[src/rtl/trap_ctrl_pkg.sv]
// trap_ctrl_pkg -- shared definitions for the trap controller.
//   CPU_WIDTH / CSR_ADDR_WIDTH : datapath and CSR address widths
//   CSR_*                      : machine-mode CSR addresses
//   CAUSE_*                    : mcause values written on trap entry
//   MIE_BIT / MPIE_BIT         : mstatus bit positions
//   trap_state_e               : FSM state encodings
//   trap_mstatus / mret_mstatus: mstatus rewrite on trap entry / return
package trap_ctrl_pkg;

  localparam int CPU_WIDTH      = 32;
  localparam int CSR_ADDR_WIDTH = 12;

  localparam logic [CSR_ADDR_WIDTH-1:0] CSR_MSTATUS = 12'h300;
  localparam logic [CSR_ADDR_WIDTH-1:0] CSR_MTVEC   = 12'h305;
  localparam logic [CSR_ADDR_WIDTH-1:0] CSR_MEPC    = 12'h341;
  localparam logic [CSR_ADDR_WIDTH-1:0] CSR_MCAUSE  = 12'h342;

  localparam logic [CPU_WIDTH-1:0] CAUSE_ECALL    = 32'd11;
  localparam logic [CPU_WIDTH-1:0] CAUSE_EBREAK   = 32'd3;
  localparam logic [CPU_WIDTH-1:0] CAUSE_MEXT_INT = 32'h8000_000B;

  localparam int MIE_BIT  = 3;
  localparam int MPIE_BIT = 7;

  typedef enum logic [2:0] {
    ST_IDLE         = 3'd0,
    ST_W_MEPC       = 3'd1,
    ST_W_MSTATUS    = 3'd2,
    ST_W_MCAUSE     = 3'd3,
    ST_JUMP         = 3'd4,
    ST_MRET_MSTATUS = 3'd5,
    ST_MRET_JUMP    = 3'd6
  } trap_state_e;

  // Trap entry: save the interrupt enable into MPIE, then disable interrupts.
  function automatic logic [CPU_WIDTH-1:0] trap_mstatus(input logic [CPU_WIDTH-1:0] m);
    logic [CPU_WIDTH-1:0] r;
    r           = m;
    r[MPIE_BIT] = m[MIE_BIT];
    r[MIE_BIT]  = 1'b0;
    return r;
  endfunction

  // Trap return: restore MIE from MPIE and leave MPIE set.
  function automatic logic [CPU_WIDTH-1:0] mret_mstatus(input logic [CPU_WIDTH-1:0] m);
    logic [CPU_WIDTH-1:0] r;
    r           = m;
    r[MIE_BIT]  = m[MPIE_BIT];
    r[MPIE_BIT] = 1'b1;
    return r;
  endfunction

endpackage

[src/rtl/trap_ctrl.sv]
// trap_ctrl -- machine-mode trap sequencer.
// Accepts ecall / ebreak / mret / external interrupt in IDLE, then walks the
// CSR writes (mepc, mstatus, mcause) one per cycle before redirecting the PC
// to mtvec; mret rewrites mstatus and redirects to mepc.
// Ports:
//   clk, rst                       clock, synchronous active-high reset
//   irq_i                          level-sensitive external interrupt
//   ecall_i, ebreak_i, mret_i      single-cycle decode pulses
//   inst_addr_i                    PC of the instruction in execute
//   jump_flag_i, jump_addr_i       execute-stage jump and its target
//   csr_mtvec_i/mepc_i/mstatus_i   current CSR values
//   csr_wr_en_o/addr_o/data_o      CSR priority write port
//   hold_flag_o                    pipeline stall request
//   int_assert_o, int_addr_o       PC redirect pulse and target
module trap_ctrl
  import trap_ctrl_pkg::*;
#(
  parameter logic [CPU_WIDTH-1:0] RST_PC = 32'h0
) (
  input  logic                      clk,
  input  logic                      rst,
  input  logic                      irq_i,
  input  logic                      ecall_i,
  input  logic                      ebreak_i,
  input  logic                      mret_i,
  input  logic [CPU_WIDTH-1:0]      inst_addr_i,
  input  logic                      jump_flag_i,
  input  logic [CPU_WIDTH-1:0]      jump_addr_i,
  input  logic [CPU_WIDTH-1:0]      csr_mtvec_i,
  input  logic [CPU_WIDTH-1:0]      csr_mepc_i,
  input  logic [CPU_WIDTH-1:0]      csr_mstatus_i,
  output logic                      csr_wr_en_o,
  output logic [CSR_ADDR_WIDTH-1:0] csr_wr_addr_o,
  output logic [CPU_WIDTH-1:0]      csr_wr_data_o,
  output logic                      hold_flag_o,
  output logic                      int_assert_o,
  output logic [CPU_WIDTH-1:0]      int_addr_o
);

  trap_state_e          state_reg, state_next;
  logic [CPU_WIDTH-1:0] mepc_reg, mepc_next;
  logic [CPU_WIDTH-1:0] cause_reg, cause_next;
  logic                 irq_ok;
  logic                 event_any;

  // The interrupt is only visible while globally enabled; being a level it
  // simply reappears after a higher-priority sequence finishes.
  assign irq_ok    = irq_i & csr_mstatus_i[MIE_BIT];
  assign event_any = ecall_i | ebreak_i | mret_i | irq_ok;

  always_comb begin
    state_next = state_reg;
    mepc_next  = mepc_reg;
    cause_next = cause_reg;
    case (state_reg)
      ST_IDLE: begin
        if (ecall_i) begin
          mepc_next  = inst_addr_i;
          cause_next = CAUSE_ECALL;
          state_next = ST_W_MEPC;
        end else if (ebreak_i) begin
          mepc_next  = inst_addr_i;
          cause_next = CAUSE_EBREAK;
          state_next = ST_W_MEPC;
        end else if (mret_i) begin
          state_next = ST_MRET_MSTATUS;
        end else if (irq_ok) begin
          // A taken jump in execute means the next instruction to run is the
          // jump target, so that is where the handler must return.
          mepc_next  = jump_flag_i ? jump_addr_i : inst_addr_i;
          cause_next = CAUSE_MEXT_INT;
          state_next = ST_W_MEPC;
        end
      end
      ST_W_MEPC:       state_next = ST_W_MSTATUS;
      ST_W_MSTATUS:    state_next = ST_W_MCAUSE;
      ST_W_MCAUSE:     state_next = ST_JUMP;
      ST_JUMP:         state_next = ST_IDLE;
      ST_MRET_MSTATUS: state_next = ST_MRET_JUMP;
      ST_MRET_JUMP:    state_next = ST_IDLE;
      default:         state_next = ST_IDLE;
    endcase
  end

  always_ff @(posedge clk) begin
    if (rst) begin
      state_reg <= ST_IDLE;
      mepc_reg  <= '0;
      cause_reg <= '0;
    end else begin
      state_reg <= state_next;
      mepc_reg  <= mepc_next;
      cause_reg <= cause_next;
    end
  end

  // Outputs are decoded from the current state. They are forced to their
  // idle values while reset is high so an abandoned sequence issues nothing.
  always_comb begin
    csr_wr_en_o   = 1'b0;
    csr_wr_addr_o = '0;
    csr_wr_data_o = '0;
    hold_flag_o   = 1'b0;
    int_assert_o  = 1'b0;
    int_addr_o    = RST_PC;
    if (!rst) begin
      case (state_reg)
        ST_IDLE: hold_flag_o = event_any;
        ST_W_MEPC: begin
          hold_flag_o   = 1'b1;
          csr_wr_en_o   = 1'b1;
          csr_wr_addr_o = CSR_MEPC;
          csr_wr_data_o = mepc_reg;
        end
        ST_W_MSTATUS: begin
          hold_flag_o   = 1'b1;
          csr_wr_en_o   = 1'b1;
          csr_wr_addr_o = CSR_MSTATUS;
          csr_wr_data_o = trap_mstatus(csr_mstatus_i);
        end
        ST_W_MCAUSE: begin
          hold_flag_o   = 1'b1;
          csr_wr_en_o   = 1'b1;
          csr_wr_addr_o = CSR_MCAUSE;
          csr_wr_data_o = cause_reg;
        end
        ST_JUMP: begin
          hold_flag_o  = 1'b1;
          int_assert_o = 1'b1;
          int_addr_o   = csr_mtvec_i;
        end
        ST_MRET_MSTATUS: begin
          hold_flag_o   = 1'b1;
          csr_wr_en_o   = 1'b1;
          csr_wr_addr_o = CSR_MSTATUS;
          csr_wr_data_o = mret_mstatus(csr_mstatus_i);
        end
        ST_MRET_JUMP: begin
          hold_flag_o  = 1'b1;
          int_assert_o = 1'b1;
          int_addr_o   = csr_mepc_i;
        end
        default: hold_flag_o = 1'b1;
      endcase
    end
  end

endmodule

[config.mk]
export PLATFORM = sky130hd
export DESIGN_NAME = trap_ctrl
export DESIGN_NICKNAME = d
export VERILOG_FILES = /design/src/rtl/trap_ctrl_pkg.sv /design/src/rtl/trap_ctrl.sv
export SDC_FILE = /design/constraint.sdc
export NUM_CORES = 1
export LEC_CHECK = 0
export ABC_AREA = 1
export BUFFER_PORTS_ARGS = -buffer_cell sky130_fd_sc_hd__buf_2
export CORE_AREA = 2 2 96 98
export CTS_BUF_LIST = sky130_fd_sc_hd__clkbuf_8
export DETAILED_ROUTE_END_ITERATION = 8
export DIE_AREA = 0 0 98 100
export PLACE_DENSITY = 0.77
export SLEW_MARGIN = 30
export SYNTH_ARGS = -nofsm -noshare
export SYNTH_HDL_FRONTEND = slang
export SYNTH_SLANG_ARGS = --single-unit
[constraint.sdc]
create_clock -name clk -period 3.6 [get_ports clk]
set_clock_uncertainty 0.2 [all_clocks]
set_input_delay 0.72 -clock clk [delete_from_list [all_inputs] [get_ports clk]]
set_output_delay 0.72 -clock clk [all_outputs]
set_load 0.005 [all_outputs]
==> results.json <==
{
  "path_clk_slew_ns": 0.08,
  "grt_max_degree": 69,
  "power_mw": 1.39,
  "cts_buffer_depth": 2,
  "grt_pass1_wl_um": 19700,
  "drt-total-wl_um": 12400,
  "worstPathRequired_ns": 2.68,
  "yosysWarnings": 0,
  "drv_slew": 0,
  "grt_pass1_vias": 4000,
  "rows": 35,
  "final_layout_size_suffix_gt1_share_pct": 30.7,
  "ys_types": 21,
  "track_usage_pct": 24.4,
  "coreArea_sq_mm": 0.00889,
  "h-tree-depth": 2,
  "fin_crit_ns": 3.14,
  "status": "finished, final reports clean",
  "dp_slack_ns": 0.796,
  "syn_inst": 671,
  "worst_pin_slew_ns": 0.625,
  "irDropWorstVdd_v": 0.000186,
  "critPathArrivalTime_ns": 2.22,
  "power_density_mw_per_mm2": 294,
  "syn2layout_area_growth_pct": 36.6,
  "wire_per_inst_um": 12.6,
  "insertion_delay_ns": 0.29,
  "cp.buffers_inverters": 3,
  "ioPinCount": 246,
  "postCtsSetupRepairBufs": 0,
  "critPathTopFamily": "simple AND/OR/NAND/NOR gates",
  "dp.cells": 977,
  "critPathMostFrequentCell": "nand2_1",
  "max_stage_delay_ns": 0.53,
  "dieArea_sq_mm": 0.00980,
  "grt_overflow": 0,
  "antenna_found_initial": 2,
  "drcViolationCount": 0,
  "io_buffers": 238,
  "cp_max_fo": 68,
  "cap_violations": 0,
  "largest_reg_flops": 32,
  "die_y_um": 100,
  "cts_resized": 0,
  "fin_util_pct": 53.2,
  "nNetsFinal": 1040,
  "final_common_cell": "nand2_1",
  "firstDrtPassIters": 5,
  "rsz0062_at_grt": "false",
  "cts_root_buf": "clkbuf_8",
  "cts_tree": "done",
  "fin_area_sq_mm": 0.00473,
  "ys_seq_area_share_pct": 22.0,
  "finalCritPeriodShare_pct": 87.1,
  "gp_congestion": 0.819,
  "holdWs_ns": 0.250,
  "stdcell_count": 987,
  "final_cell_mix": "nand2_1 (269), buf_2 (238), nor2_1 (82)",
  "synth-seq-cells": 38,
  "avgSynthCellArea_sq_um": 5.16,
  "slew_headroom_pct": 58.3,
  "vias": 4680,
  "met3_usage_pct": 5.36,
  "die_w_um": 98,
  "critPathSlowestCell": "buf_4",
  "cts_num_sinks": 38,
  "ant_nets": 0,
  "finalWorstSetupSlack_ns": 0.465,
  "ctsHoldBuffers": 0,
  "end_kind": "output port",
  "start_util_pct": 38.9,
  "leakagePower_nw": 2.96,
  "top_usage_layer": "met2",
  "cp-start-kind": "register",
  "dp_hpwl_um": 9190,
  "cts_buffers": 5,
  "place_area_sq_mm": 0.00463,
  "setup-violations-final": 0,
  "min_path_type": "reg2reg",
  "hold_viol": 0,
  "synthesis.area_sq_mm": 0.00346,
  "vias_per_cell": 4.74,
  "grt.met2_usage_pct": 41.7,
  "crit_chain": "buf_4 > nand2_1 > nand2_2 > nand2_1 > nand2_1 > nand2_1 > inv_1 > buf_2",
  "setup_tns_ns": 0,
  "grt.met1_usage_pct": 30.8,
  "drt_iter0_drc": 173,
  "fmax_ghz": 0.319,
  "crit_type": "reg2out"
}
cells in the mapped netlist:
master / count / area (sq um)
nand2_1: 270 / 1010
nor2_1: 84 / 315
inv_1: 69 / 259
nand3_1: 66 / 330
dfxtp_1: 38 / 761
a21oi_1: 37 / 185
nand4_1: 32 / 200
clkbuf_1: 27 / 101
buf_2: 15 / 75.1
buf_4: 11 / 82.6
buf_6: 4 / 45.0
buf_1: 3 / 11.3
inv_2: 3 / 11.3
o21ai_0: 3 / 15.0
nand2_2: 2 / 12.5
nor3_1: 2 / 10.0
a31oi_1: 1 / 6.26
conb_1: 1 / 3.75
nor2_2: 1 / 6.26
nor2_4: 1 / 11.3
o21ai_1: 1 / 5.00
worst paths after layout:
kind	slack [ns]	cells after the start	from	end
max reg2reg	1.71	7	state_reg[1]$_SDFFE_PP0P_	mepc_reg[31]$_SDFFE_PP0P_
min reg2reg	0.25	2	cause_reg[31]$_SDFFE_PP0P_	cause_reg[31]$_SDFFE_PP0P_
max	0.46	8	state_reg[2]$_SDFFE_PP0P_	csr_wr_data_o[21]
min	0.25	2	cause_reg[31]$_SDFFE_PP0P_	cause_reg[31]$_SDFFE_PP0P_
worst register-to-register path: stages, from the launching register on:
cell	delay, ns
dfxtp_1	0.33
buf_4	0.36
nor2_2	0.12
nand2_2	0.33
buf_12	0.28
nand2_1	0.09
nand2_1	0.06
nor2_1	0.04
kinds of logic after synthesis:
family / count (synthesis) / synth area share [%]
compound gates: 42 / 6.11
simple gates: 458 / 54.9
buf+inv: 132 / 16.9
flops: 38 / 22.0
other cells: 1 / 0.108
per-layer routing:
layer | up-vias | part of all wire (%) | wire length (um)
met5 | - | 0 | 0
met4 | 0 | 1.8 | 226
met3 | 11 | 7.5 | 927
met2 | 181 | 49 | 6130
met1 | 2031 | 41 | 5110
li1 | 2457 | - | -
where the power goes:
group	switching, mW	total (mW)	internal (mW)
clock network	0.165	0.319	0.154
registers	0.0323	0.514	0.481
logic	0.342	0.558	0.216
layout make-up:
type                    count  area [sq um]
fillers                  1029          4160
multi-input cells         507          2140
repair buffers            249          1310
flip-flops and latches     38           762
inverters                  72           270
well taps                 111           139
clock buffers               6          82.6
clock inverters             2          12.5
diodes                      2          5.00
Note: power is estimated with default switching activity, not from simulation.
